## config.mk

```make
export PLATFORM = sky130hd
export DESIGN_NAME = ps2_key_decoder
export DESIGN_NICKNAME = d
export VERILOG_FILES = /design/src/rtl/ps2_key_decoder_pkg.sv /design/src/rtl/ps2_key_decoder_ascii_lut.sv /design/src/rtl/ps2_key_decoder.sv
export SDC_FILE = /design/constraint.sdc
export NUM_CORES = 1
export LEC_CHECK = 0
export CAP_MARGIN = 10
export CELL_PAD_IN_SITES_DETAIL_PLACEMENT = 1
export CELL_PAD_IN_SITES_GLOBAL_PLACEMENT = 1
export CORE_MARGIN = 10
export CORE_UTILIZATION = 30
export DETAILED_ROUTE_END_ITERATION = 10
export GPL_ROUTABILITY_DRIVEN = 0
export PLACE_DENSITY = 0.62
export SYNTH_ARGS = -nofsm -noshare
export SYNTH_HDL_FRONTEND = slang
export SYNTH_SLANG_ARGS = --single-unit
```

## constraint.sdc

```tcl
create_clock -name clock -period 4.35 [get_ports clock]
set_clock_uncertainty 0.2 [all_clocks]
set_input_delay 0.87 -clock clock [delete_from_list [all_inputs] [get_ports clock]]
set_output_delay 0.87 -clock clock [all_outputs]
set_load 0.01 [all_outputs]
```

## src/rtl/ps2_key_decoder_pkg.sv

```systemverilog
// ps2_pkg: shared constants and types for the PS/2 key decoder slice.
//   SC_EXT / SC_BRK  : Set-2 prefix bytes for extended keys and key release.
//   SC_*             : controller/status bytes that carry no key information.
//   fetch_state_e    : states of the FIFO fetch machine.
//   is_ignored()     : true for bytes the decoder drops without touching prefixes.
package ps2_pkg;

    localparam logic [7:0] SC_EXT    = 8'hE0;
    localparam logic [7:0] SC_BRK    = 8'hF0;
    localparam logic [7:0] SC_PAUSE  = 8'hE1;
    localparam logic [7:0] SC_BAT_OK = 8'hAA;
    localparam logic [7:0] SC_ACK    = 8'hFA;
    localparam logic [7:0] SC_RESEND = 8'hFE;
    localparam logic [7:0] SC_ERR_LO = 8'h00;
    localparam logic [7:0] SC_ERR_HI = 8'hFF;

    typedef enum logic [1:0] {
        IDLE,
        POP,
        GAP
    } fetch_state_e;

    function automatic logic is_ignored(input logic [7:0] b);
        logic hit;
        case (b)
            SC_PAUSE, SC_BAT_OK, SC_ACK, SC_RESEND, SC_ERR_LO, SC_ERR_HI: hit = 1'b1;
            default:                                                     hit = 1'b0;
        endcase
        return hit;
    endfunction

endpackage

```

## src/rtl/ps2_key_decoder_ascii_lut.sv

```systemverilog
// ps2_ascii_lut: combinational Set-2 scancode to ASCII translation.
//   code  : scancode of the key
//   ext   : key was E0-prefixed; extended keys have no ASCII mapping
//   ascii : lowercase letter, digit, space or CR; 0x00 when unmapped
module ps2_ascii_lut (
    input  logic [7:0] code,
    input  logic       ext,
    output logic [7:0] ascii
);

    always_comb begin
        ascii = 8'h00;
        if (!ext) begin
            case (code)
                8'h1C: ascii = 8'h61; // a
                8'h32: ascii = 8'h62; // b
                8'h21: ascii = 8'h63; // c
                8'h23: ascii = 8'h64; // d
                8'h24: ascii = 8'h65; // e
                8'h2B: ascii = 8'h66; // f
                8'h34: ascii = 8'h67; // g
                8'h33: ascii = 8'h68; // h
                8'h43: ascii = 8'h69; // i
                8'h3B: ascii = 8'h6A; // j
                8'h42: ascii = 8'h6B; // k
                8'h4B: ascii = 8'h6C; // l
                8'h3A: ascii = 8'h6D; // m
                8'h31: ascii = 8'h6E; // n
                8'h44: ascii = 8'h6F; // o
                8'h4D: ascii = 8'h70; // p
                8'h15: ascii = 8'h71; // q
                8'h2D: ascii = 8'h72; // r
                8'h1B: ascii = 8'h73; // s
                8'h2C: ascii = 8'h74; // t
                8'h3C: ascii = 8'h75; // u
                8'h2A: ascii = 8'h76; // v
                8'h1D: ascii = 8'h77; // w
                8'h22: ascii = 8'h78; // x
                8'h35: ascii = 8'h79; // y
                8'h1A: ascii = 8'h7A; // z
                8'h45: ascii = 8'h30; // 0
                8'h16: ascii = 8'h31; // 1
                8'h1E: ascii = 8'h32; // 2
                8'h26: ascii = 8'h33; // 3
                8'h25: ascii = 8'h34; // 4
                8'h2E: ascii = 8'h35; // 5
                8'h36: ascii = 8'h36; // 6
                8'h3D: ascii = 8'h37; // 7
                8'h3E: ascii = 8'h38; // 8
                8'h46: ascii = 8'h39; // 9
                8'h29: ascii = 8'h20; // space
                8'h5A: ascii = 8'h0D; // enter
                default: ascii = 8'h00;
            endcase
        end
    end

endmodule

```

## src/rtl/ps2_key_decoder.sv

```systemverilog
// ps2_key_decoder: pops Set-2 scancodes from the PS/2 receiver FIFO and
// tracks the single most recent key.
//   clock, reset          : system clock, synchronous active-high reset
//   kb_data/kb_ready      : FIFO head byte and non-empty flag
//   kb_overflow           : receiver dropped a byte (latched into err_overflow)
//   kb_nextdata_n         : active-low pop strobe, low for the one POP cycle
//   key_valid/code/ext    : held (or last released) key
//   key_ascii             : ASCII of the key, 0x00 when unmapped or extended
//   make/break/repeat_pulse : one-cycle key events
//   press_count           : number of new presses, wrapping
//   err_overflow          : sticky overflow flag
import ps2_pkg::*;

module ps2_key_decoder #(
    parameter int CNT_W = 8
) (
    input  logic             clock,
    input  logic             reset,
    input  logic [7:0]       kb_data,
    input  logic             kb_ready,
    input  logic             kb_overflow,
    output logic             kb_nextdata_n,
    output logic             key_valid,
    output logic [7:0]       key_code,
    output logic             key_ext,
    output logic [7:0]       key_ascii,
    output logic             make_pulse,
    output logic             break_pulse,
    output logic             repeat_pulse,
    output logic [CNT_W-1:0] press_count,
    output logic             err_overflow
);

    fetch_state_e     state_q, state_d;
    logic             key_valid_q, key_valid_d;
    logic [7:0]       key_code_q, key_code_d;
    logic             key_ext_q, key_ext_d;
    logic             brk_p_q, brk_p_d;
    logic             ext_p_q, ext_p_d;
    logic             make_q, make_d;
    logic             break_q, break_d;
    logic             repeat_q, repeat_d;
    logic [CNT_W-1:0] press_count_q, press_count_d;
    logic             err_overflow_q, err_overflow_d;
    logic             same_key;

    always_ff @(posedge clock) begin
        if (reset) begin
            state_q        <= IDLE;
            key_valid_q    <= 1'b0;
            key_code_q     <= 8'h00;
            key_ext_q      <= 1'b0;
            brk_p_q        <= 1'b0;
            ext_p_q        <= 1'b0;
            make_q         <= 1'b0;
            break_q        <= 1'b0;
            repeat_q       <= 1'b0;
            press_count_q  <= '0;
            err_overflow_q <= 1'b0;
        end else begin
            state_q        <= state_d;
            key_valid_q    <= key_valid_d;
            key_code_q     <= key_code_d;
            key_ext_q      <= key_ext_d;
            brk_p_q        <= brk_p_d;
            ext_p_q        <= ext_p_d;
            make_q         <= make_d;
            break_q        <= break_d;
            repeat_q       <= repeat_d;
            press_count_q  <= press_count_d;
            err_overflow_q <= err_overflow_d;
        end
    end

    // GAP gives the FIFO read pointer a cycle to settle before kb_ready is
    // trusted again, which caps throughput at one byte every three cycles.
    always_comb begin
        state_d = state_q;
        case (state_q)
            IDLE:    if (kb_ready) state_d = POP;
            POP:     state_d = GAP;
            GAP:     state_d = IDLE;
            default: state_d = IDLE;
        endcase
    end

    // The strobe is decoded from the state register, so a reset landing on
    // the POP edge still pops the FIFO while the byte itself is dropped.
    assign kb_nextdata_n = (state_q != POP);

    assign same_key = key_valid_q && (kb_data == key_code_q) && (ext_p_q == key_ext_q);

    // The byte at the FIFO head is decoded straight away during POP, so its
    // effects land on the same edge that pops it.
    always_comb begin
        key_valid_d    = key_valid_q;
        key_code_d     = key_code_q;
        key_ext_d      = key_ext_q;
        brk_p_d        = brk_p_q;
        ext_p_d        = ext_p_q;
        make_d         = 1'b0;
        break_d        = 1'b0;
        repeat_d       = 1'b0;
        press_count_d  = press_count_q;
        err_overflow_d = err_overflow_q | kb_overflow;

        if (state_q == POP) begin
            if (kb_data == SC_EXT) begin
                ext_p_d = 1'b1;
            end else if (kb_data == SC_BRK) begin
                brk_p_d = 1'b1;
            end else if (!is_ignored(kb_data)) begin
                if (brk_p_q) begin
                    // Releases of keys other than the tracked one are dropped.
                    if (same_key) begin
                        key_valid_d = 1'b0;
                        break_d     = 1'b1;
                    end
                end else if (same_key) begin
                    repeat_d = 1'b1;
                end else begin
                    key_code_d    = kb_data;
                    key_ext_d     = ext_p_q;
                    key_valid_d   = 1'b1;
                    make_d        = 1'b1;
                    press_count_d = press_count_q + CNT_W'(1);
                end
                brk_p_d = 1'b0;
                ext_p_d = 1'b0;
            end
        end
    end

    ps2_ascii_lut u_ascii_lut (
        .code  (key_code_q),
        .ext   (key_ext_q),
        .ascii (key_ascii)
    );

    assign key_valid    = key_valid_q;
    assign key_code     = key_code_q;
    assign key_ext      = key_ext_q;
    assign make_pulse   = make_q;
    assign break_pulse  = break_q;
    assign repeat_pulse = repeat_q;
    assign press_count  = press_count_q;
    assign err_overflow = err_overflow_q;

endmodule

```

==> results of run 1 <==
[layer usage]
layer | global-route usage | up-vias | part of all wire
met5 | 0 | - | 0
met4 | 0.0610 | 0 | 0.019
met3 | 0.0293 | 12 | 0.061
met2 | 0.264 | 102 | 0.47
met1 | 0.215 | 1485 | 0.45
li1 | - | 1466 | -
[Yosys cell counts (10+ instances only)]
| master | n |
|---|---|
| nand2_1 | 37 |
| dfxtp_1 | 33 |
| nor2_1 | 26 |
| a21oi_1 | 22 |
| clkbuf_1 | 15 |
| inv_1 | 14 |
| nand4_1 | 11 |
| o21ai_0 | 11 |
| and2_1 | 10 |
| xnor2_1 | 10 |
[final cells by class]
| class | count | area (um2) |
|---|---|---|
| fillers | 1147 | 5530 |
| clock inverters | 2 | 37.5 |
| well taps | 111 | 139 |
| flip-flops and latches | 33 | 661 |
| clock buffers | 6 | 82.6 |
| multi-input cells | 286 | 1900 |
| repair buffers | 85 | 741 |
| inverters | 16 | 60.1 |
[logic make-up (layout without fill, tap and decap cells)]
| group | Yosys count | in the layout |
|---|---|---|
| AO/OA/AOI/OAI | 97 | 97 |
| flip-flops | 33 | 33 |
| other | 1 | 1 |
| XOR/XNOR | 17 | 17 |
| adder cells (fa/ha/maj) | 6 | 6 |
| AND/OR/NAND/NOR | 153 | 153 |
| buffers and inverters | 50 | 109 |
| multiplexers | 12 | 12 |
[timing repair]
action                     CTS  global route
setup endpoints to repair    0             1
resized for setup            0             1
hold endpoints to repair     0             0
[placed cells by master (no fill, tap or decap), types with 4 or more instances in the layout]
cell type and count:
a21o_1 4, nor2b_1 4, inv_1 14, nand2_1 37, nand4_1 11, xnor2_1 10, a31oi_1 6, or3_1 7
a311oi_1 5, o21ai_0 11, clkbuf_8 6, clkdlybuf4s50_1 41, dfxtp_1 33, ha_1 6, nand3_1 8, and2_1 10
nand2b_1 6, a21oi_1 21, nor3_1 9, nor4_1 8, o211ai_1 6, and3_1 6, mux2i_1 7, nor2_1 26
xor2_1 7, buf_4 44
[power by group]
part / internal [mW] / switching [mW]
Clock: 0.187 / 0.133
Combinational: 0.0911 / 0.123
Sequential: 0.310 / 0.00954
Total: 0.588 / 0.265
[critical path: cells and delay by family]
family,cells,cell delay (ns)
AND/OR/NAND/NOR,5,1.08
AO/OA/AOI/OAI,4,0.93
multiplexers,1,0.28
adder cells (fa/ha/maj),1,0.25
buffers and inverters,2,0.70
[worst min path at each step]
| stage | start | endpoint | cells past startpoint |
|---|---|---|---|
| finish | state_q[1] | state_q[0] | 1 |
| global route | state_q[1] | state_q[0] | 1 |
| CTS | state_q[1] | state_q[0] | 1 |
| detailed placement | state_q[1] | state_q[0] | 1 |
| global placement | state_q[1] | state_q[0] | 1 |
| floorplan | state_q[1] | state_q[0] | 1 |
==> impl_metrics.toml, run 1 <==
[setup_path]
rrSetupSlack_ns = 1.02
r2r_cells = 12
cp-start-kind = "primary input"
path_max_fanout = 7
timing.rr.start = "key_code[1]"
critPathKind = "primary input to register"
arrival_ns = 4.09
critPathSlowestCell = "clkdlybuf4s50_1"
cp.required_ns = 4.34
cp-end-kind = "register"
slowest_delay_ns = 0.56
critPathLaunch = "kb_data[3]"
path_cells = "clkdlybuf4s50_1 > and3_1 > o21ai_1 > nand3b_2 > nor3_2 > mux2i_2 > nor2_1 > inv_1 > ha_1 > nor3_1 > o21ai_0 > a32o_1 > a221o_1"

[pwr]
ir_worst_vdd_mv = 0.106
p_leak_nw = 1.35
powerDensity_nw_per_um2 = 235
power_uw = 853

[detailed_routing]
drc = 0
via_per_inst = 5.69
ant_nets = 0
routed-via-count = 3065
drtIter0Drc = 142
wl_per_cell_um = 20.1
wl_um = 10800
first_pass_iters = 4

[grt]
grt_first_pass_wirelength_um = 17700
grt_antenna_before_repair = 0
grt_max_degree = 46
grt_usage = 0.165
grt_pass1_vias = 3246
grt_overflow = 0

[sta]
slew_viol_final = 0
finalHoldViolations = 0
tightest_slew_ns = 0.658
fin_hold_ws_ns = 0.222
fmax_mhz = 244
setup_viol = 0
rsz0062_at_grt = "false"
slew-limit-headroom = 0.557
fin_crit_sh = 0.943
min_period_ns = 4.10
fin_ws_ns = 0.246
fin_setup_tns_ns = 0

[cts]
holdBufCountCts = 0
ctsLongestPathBuffers = 2
clockRootBuffer = "clkbuf_8"
cts_num_sinks = 33
postCtsSetupBuffers = 0
clock_latency_ns = 0.30
clkTransAtPathRegs_ns = 0.08
htree_levels = 2
cts_tree = "done"
cts_buffers = 5

[synthesis]
yosys.area_share.adder = 0.0268
ys_ff_latch = 33
synth_ff_type = "dfxtp_1"
synthesis.area_um2 = 2800
synth-compound-area-share = 0.253
yosysTopAreaCell = "dfxtp_1"
synth_cell_types = 74
synth_top_family_by_area = "simple AND/OR/NAND/NOR gates"
synth_xor_area_frac = 0.0531
synth_top_area_frac = 0.236
yosysWarnings = 0
yosys.area_share.simple = 0.295
synthMuxAreaShare = 0.0469
ys_seq_area_frac = 0.236
yosys-top-cells-area = "dfxtp_1 (24%), nand2_1 (5.0%), a21oi_1 (3.9%), nor2_1 (3.5%), xnor2_1 (3.1%)"
syn-num-nets = 387
async_reset_ff_frac = 0
synth_area_per_cell_um2 = 7.59
synth_edf_count = 0
synth_cells = 369

[cells_and_area]
layout-drive-gt1-share = 0.168
syn_to_final_growth_pct = 29.3
final_cells = 539
antenna_cells = 0
design_area_um2 = 3620
utilization = 0.396
final_nets = 445

[placement]
port_buffers = 41
place_ws_ns = -0.115
dp_hpwl_um = 8280
placedCellCount = 531
place_area_um2 = 3500

[floorplanning]
start_util = 0.306
die_h_um = 117
dieArea_um2 = 13600
core-area_um2 = 9150
ios = 43
fp.dieW_um = 117
num_rows = 35

[hold_path]
hp-class = "register to register"

[outcome]
status = "finished clean"

[run]
max-cap-violations = 0
(Power assumes the default switching activity.)
==> inputs of run 2 (changes only) <==
--- a/config.mk
+++ b/config.mk
@@ -9,10 +9,12 @@
 export CELL_PAD_IN_SITES_DETAIL_PLACEMENT = 1
 export CELL_PAD_IN_SITES_GLOBAL_PLACEMENT = 1
 export CORE_MARGIN = 10
-export CORE_UTILIZATION = 30
+export CORE_UTILIZATION = 36
+export CTS_BUF_LIST = sky130_fd_sc_hd__clkbuf_4 sky130_fd_sc_hd__clkbuf_8 sky130_fd_sc_hd__clkbuf_16
 export DETAILED_ROUTE_END_ITERATION = 10
 export GPL_ROUTABILITY_DRIVEN = 0
-export PLACE_DENSITY = 0.62
+export PLACE_DENSITY = 0.73
+export SETUP_SLACK_MARGIN = 0.3
 export SYNTH_ARGS = -nofsm -noshare
 export SYNTH_HDL_FRONTEND = slang
 export SYNTH_SLANG_ARGS = --single-unit
==> run 2 against run 1 <==
Effect of this change: flip-flop and latch count is the same; design area is 2.8% higher; critical path depth up 1; sequential share of layout area fell by 0.50 points; total power is 7.4% lower.
==> impl_metrics.toml, run 2 (synthesized netlist as in run 1, its figures left out) <==
[outcome]
status = "finished clean"

[pwr]
powerDensity_nw_per_um2 = 212
switching_power_uw = 271
power_frac_clock = 0.307
power_frac_comb = 0.287
p_leak_nw = 1.40
p_int_uw = 519
swShare = 0.342
ir_worst_vdd_mv = 0.0911
power_uw = 790
seqPwrFrac = 0.406

[setup_path]
critPathKind = "primary input to register"
critPathLaunch = "kb_data[1]"
critPathSlowestCell = "clkdlybuf4s50_1"
arrival_ns = 3.93
path_max_fanout = 5
timing.rr.start = "key_code[0]"
r2r_cells = 12
path_common_cell = "nor3_4"
slowest_delay_ns = 0.43
rrSetupSlack_ns = 1.00
cp-start-kind = "primary input"
cp-end-kind = "register"
path_cells = "clkdlybuf4s50_1 > buf_4 > and3_1 > o21ai_2 > nand3b_4 > nor3_4 > mux2i_4 > nor2_4 > inv_1 > ha_4 > nor3_4 > o21ai_0 > a32o_1 > a221o_1"
cp.required_ns = 4.34

[run]
max-cap-violations = 0

[floorplanning]
fp.dieW_um = 108
core-area_um2 = 7650
dieArea_um2 = 11700
num_rows = 32
die_h_um = 108
start_util = 0.366
ios = 43

[detailed_routing]
ant_nets = 0
first_pass_iters = 4
drc = 0
drtIter0Drc = 195
routed-via-count = 3207
via_per_inst = 5.98
wl_um = 11000
wl_per_cell_um = 20.5

[grt]
grt_first_pass_wirelength_um = 17700
grt_pass1_vias = 3341
grt_overflow = 0
grt_max_degree = 32
grt_usage = 0.187
grt_antenna_before_repair = 0

[cts]
clkTransAtPathRegs_ns = 0.08
cts_tree = "done"
cts_num_sinks = 33
htree_levels = 2
cts_buffers = 5
clock_latency_ns = 0.30
ctsLongestPathBuffers = 2
clockRootBuffer = "clkbuf_8"

[placement]
port_buffers = 41
dp_hpwl_um = 8350

[cells_and_area]
layout-drive-gt1-share = 0.200
final_cell_mix = "buf_4 (46), clkdlybuf4s50_1 (37), nand2_1 (36)"
final_nets = 451
syn_to_final_growth_pct = 33.0
final_common_cell = "buf_4"
antenna_cells = 0

[hold_path]
hp-class = "register to register"

[sta]
setup_viol = 0
slew_viol_final = 0
rsz0062_at_grt = "false"
finalHoldViolations = 0
fmax_mhz = 253
slew-limit-headroom = 0.421
fin_hold_ws_ns = 0.227
fin_crit_sh = 0.907
min_period_ns = 3.95
tightest_slew_ns = 0.860
run 2: changes by cell type in the layout (fill, tap and decap cells not counted), moves of 2 or more:
cell             previous run  this run
buf_4                      44        46
clkinv_2                    0         2
ha_2                        0         2
clkdlybuf4s50_1            41        37
ha_1                        6         3
buf_6                       0         4
nor3_4                      0         2
dlymetal6s2s_1              0         2
dlygate4sd2_1               0         2
run 2: final cells by class:
type / instances / area, um2
Clock buffer: 5 / 68.8
Inverter: 16 / 60.1
Timing Repair Buffer: 91 / 803
Clock inverter: 3 / 17.5
Multi-Input combinational cell: 286 / 1990
Sequential cell: 33 / 661
Fill cell: 974 / 3920
Tap cell: 102 / 128
run 2: power groups by stage:
stage | Clock [mW] | Sequential [mW] | Combinational (mW)
after floorplan | 0 | 0.327 | 0.132
after global placement | 0 | 0.327 | 0.214
after detailed placement | 0 | 0.328 | 0.219
after CTS | 0.249 | 0.320 | 0.221
after global routing | 0.261 | 0.322 | 0.245
final | 0.243 | 0.321 | 0.227
run 2: worst min-delay path by stage:
stage | start | end | depth (start not counted)
floorplan | state_q[1] | state_q[0] | 1
global placement | state_q[1] | state_q[0] | 1
detailed placement | state_q[0] | state_q[0] | 1
CTS | state_q[1] | state_q[0] | 1
global route | state_q[1] | state_q[0] | 1
finish | state_q[1] | state_q[0] | 1
run 2: through the flow:
step / worst slack (ns) / cell area [um2] / utilization / setup TNS [ns] / std cells
2_1_floorplan: 0.301 / 2870 / - / 0 / 369
3_3_place_gp: 0.0420 / 3560 / 0.465 / 0 / 524
3_5_place_dp: -0.0758 / 3560 / 0.465 / -0.0758 / 524
4_1_cts: 0.309 / 3670 / 0.480 / 0 / 533
5_1_grt: 0.288 / 3730 / 0.487 / 0 / 536
6_report: 0.405 / 3730 / 0.487 / 0 / 536
run 2: repair_timing:
action	4_1_cts	5_1_grt
setup endpoints to repair	1	6
gates resized for setup	5	10
cloned	0	0
pin swaps	2	4
buffers inserted	1	3
hold buffers	0	0
run 2: worst max-delay path, delay by kind of cell:
family                     cells  cell delay [ns]
buffers and inverters          3             0.74
AOI/OAI and AO/OA              4             0.89
adders and majority gates      1             0.24
muxes                          1             0.33
and+or+nand+nor                5             0.85
run 2: metal layers:
layer,up-vias,track usage,wire [um]
met3,34,0.0303,701
met2,128,0.321,5450
met4,0,0.0830,388
li1,1472,-,-
met5,-,0,0
met1,1573,0.223,4440
==> inputs of run 3 (changes only) <==
--- a/config.mk
+++ b/config.mk
@@ -14,7 +14,6 @@
 export DETAILED_ROUTE_END_ITERATION = 10
 export GPL_ROUTABILITY_DRIVEN = 0
 export PLACE_DENSITY = 0.73
-export SETUP_SLACK_MARGIN = 0.3
 export SYNTH_ARGS = -nofsm -noshare
 export SYNTH_HDL_FRONTEND = slang
 export SYNTH_SLANG_ARGS = --single-unit
==> run 3 against run 2 <==
Effect of this change: first-iteration DRC count is 25% higher; sequential power hardly changed; worst hold slack got worse by 0.0090 ns; largest cell class unchanged; critical path type unchanged; via count is 0.87% lower; routed wire length shrank 0.63%; critical path depth fell by 1; flip-flop and latch count unchanged; count of clock-buffer cells in the layout did not move; total power shrank 2.4%; register-to-register slack lost 0.15 ns; fmax fell by 4.5%; design area down 3.7%; largest power group unchanged.
==> impl_metrics.toml, run 3 (synthesized netlist as in run 1, its figures left out) <==
[outcome]
status = "finished clean"

[grt]
grt_antenna_before_repair = 0
grt_use_met3 = 0.0315
grt_usage = 0.188
grt_max_degree = 25
grt_overflow = 0
grt_pass1_vias = 3220
grt_first_pass_wirelength_um = 17400
grt_use_met1 = 0.246
grt_busiest_layer = "met2"
gr-usage-met2 = 0.301

[cells_and_area]
design_area_um2 = 3590
syn_to_final_growth_pct = 28.1
antenna_cells = 0
final_nets = 444
final_cell_mix = "buf_4 (43), clkdlybuf4s50_1 (41), nand2_1 (37)"
fillers = 968
final_common_cell = "buf_4"
layout-drive-gt1-share = 0.169

[setup_path]
cp-start-kind = "primary input"
critPathKind = "primary input to register"
cp-end-kind = "register"
crit_cells = 13
path_cells = "clkdlybuf4s50_1 > or3_4 > a2111oi_4 > and3b_1 > nand3_2 > nand2_1 > a21oi_2 > inv_1 > ha_1 > nor3_1 > o21ai_0 > a32o_1 > a221o_1"
r2r_cells = 11
critPathSlowestCell = "clkdlybuf4s50_1"
path_max_fanout = 2
crit_family = "compound AO/OA/AOI/OAI gates"
arrival_ns = 4.12
slowest_delay_ns = 0.42
cp.required_ns = 4.34
critPathBufInv = 2

[sta]
fin_setup_tns_ns = 0
setup_viol = 0
tightest_slew_ns = 0.661
slew_viol_final = 0
slew-limit-headroom = 0.556
fin_ws_ns = 0.217
fin_crit_sh = 0.950
min_period_ns = 4.13
finalHoldViolations = 0
fmax_mhz = 242

[cts]
clock_latency_ns = 0.29
cts_tree = "done"
postCtsSetupBuffers = 0
htree_levels = 2
clkTransAtPathRegs_ns = 0.08
ctsLongestPathBuffers = 2
cts_buffers = 5
cts_num_sinks = 33
cts_resized = 0
holdBufCountCts = 0
clockRootBuffer = "clkbuf_8"

[floorplanning]
dieArea_um2 = 11700
die_h_um = 108
core-area_um2 = 7650
fp.dieW_um = 108
num_rows = 32
start_util = 0.366
ios = 43

[detailed_routing]
drtIter0Drc = 244
via_per_inst = 6.01
drc = 0
wl_um = 10900
wl_per_cell_um = 20.6
ant_nets = 0
routed-via-count = 3179
first_pass_iters = 4

[run]
max-cap-violations = 0

[pwr]
powerDensity_nw_per_um2 = 215
power_uw = 771
ir_worst_vdd_mv = 0.0812
p_leak_nw = 1.33

[hold_path]
hp-class = "register to register"
hold-path-cell-count = 1

[placement]
port_buffers = 41
place_ws_ns = -0.139
dp_hpwl_um = 8140
place_area_um2 = 3480
[run 3: changes by cell type in the layout (fill, tap and decap cells not counted), moves of 2 or more]
cell / before / now
dlymetal6s2s_1: 2 / 0
ha_2: 2 / 0
buf_6: 4 / 0
dlygate4sd2_1: 2 / 0
buf_4: 46 / 43
clkdlybuf4s50_1: 37 / 41
ha_1: 3 / 6
[run 3: final timing paths]
path	start	endpoint	slack [ns]
setup / recovery	kb_data[2]	register	0.22
setup reg to reg	key_code[0]	register	0.85
hold / removal	state_q[1]	state_q[0]	0.22
hold reg to reg	state_q[1]	state_q[0]	0.22
[run 3: power breakdown]
| group | leakage [nW] | internal [mW] | switching (mW) | total [mW] |
|---|---|---|---|---|
| registers | 0.268 | 0.311 | 0.0110 | 0.322 |
| logic | 1.02 | 0.0904 | 0.124 | 0.214 |
| clock network | 0.0439 | 0.110 | 0.125 | 0.235 |
[run 3: through the flow]
| step | hold slack (ns) | std cells | utilization |
|---|---|---|---|
| 6_report | 0.218 | 529 | 0.469 |
| 5_1_grt | 0.247 | 529 | 0.469 |
| 4_1_cts | 0.221 | 529 | 0.466 |
| 3_5_place_dp | 0.209 | 521 | 0.455 |
| 3_3_place_gp | 0.195 | 521 | 0.455 |
| 2_1_floorplan | 0.192 | 369 | - |
[run 3: metal layers]
layer  up-vias  part of all wire
met5         -                 0
met4         0             0.022
met3        23             0.080
met2       130              0.47
met1      1559              0.42
li1       1467                 -
[run 3: area by class of cell]
cell class | count | area, um2 | share of cell area
Tap cell | 102 | 128 | 0.0356
Multi-Input combinational cell | 286 | 1920 | 0.535
Inverter | 16 | 60.1 | 0.0167
Clock buffer | 5 | 68.8 | 0.0192
Timing Repair Buffer | 84 | 733 | 0.204
Clock inverter | 3 | 17.5 | 0.00488
Sequential cell | 33 | 661 | 0.184
[run 3: worst reg2reg max path, stage by stage, from the launching register on]
cell and delay [ns]:
dfxtp_1 0.57, xnor2_1 0.18, nand4_1 0.22, o31ai_4 0.34, buf_4 0.27, nor4_1 0.10, nor2_1 0.38, inv_1 0.14
ha_1 0.35, a221oi_1 0.34, a22oi_1 0.15, o211ai_1 0.18
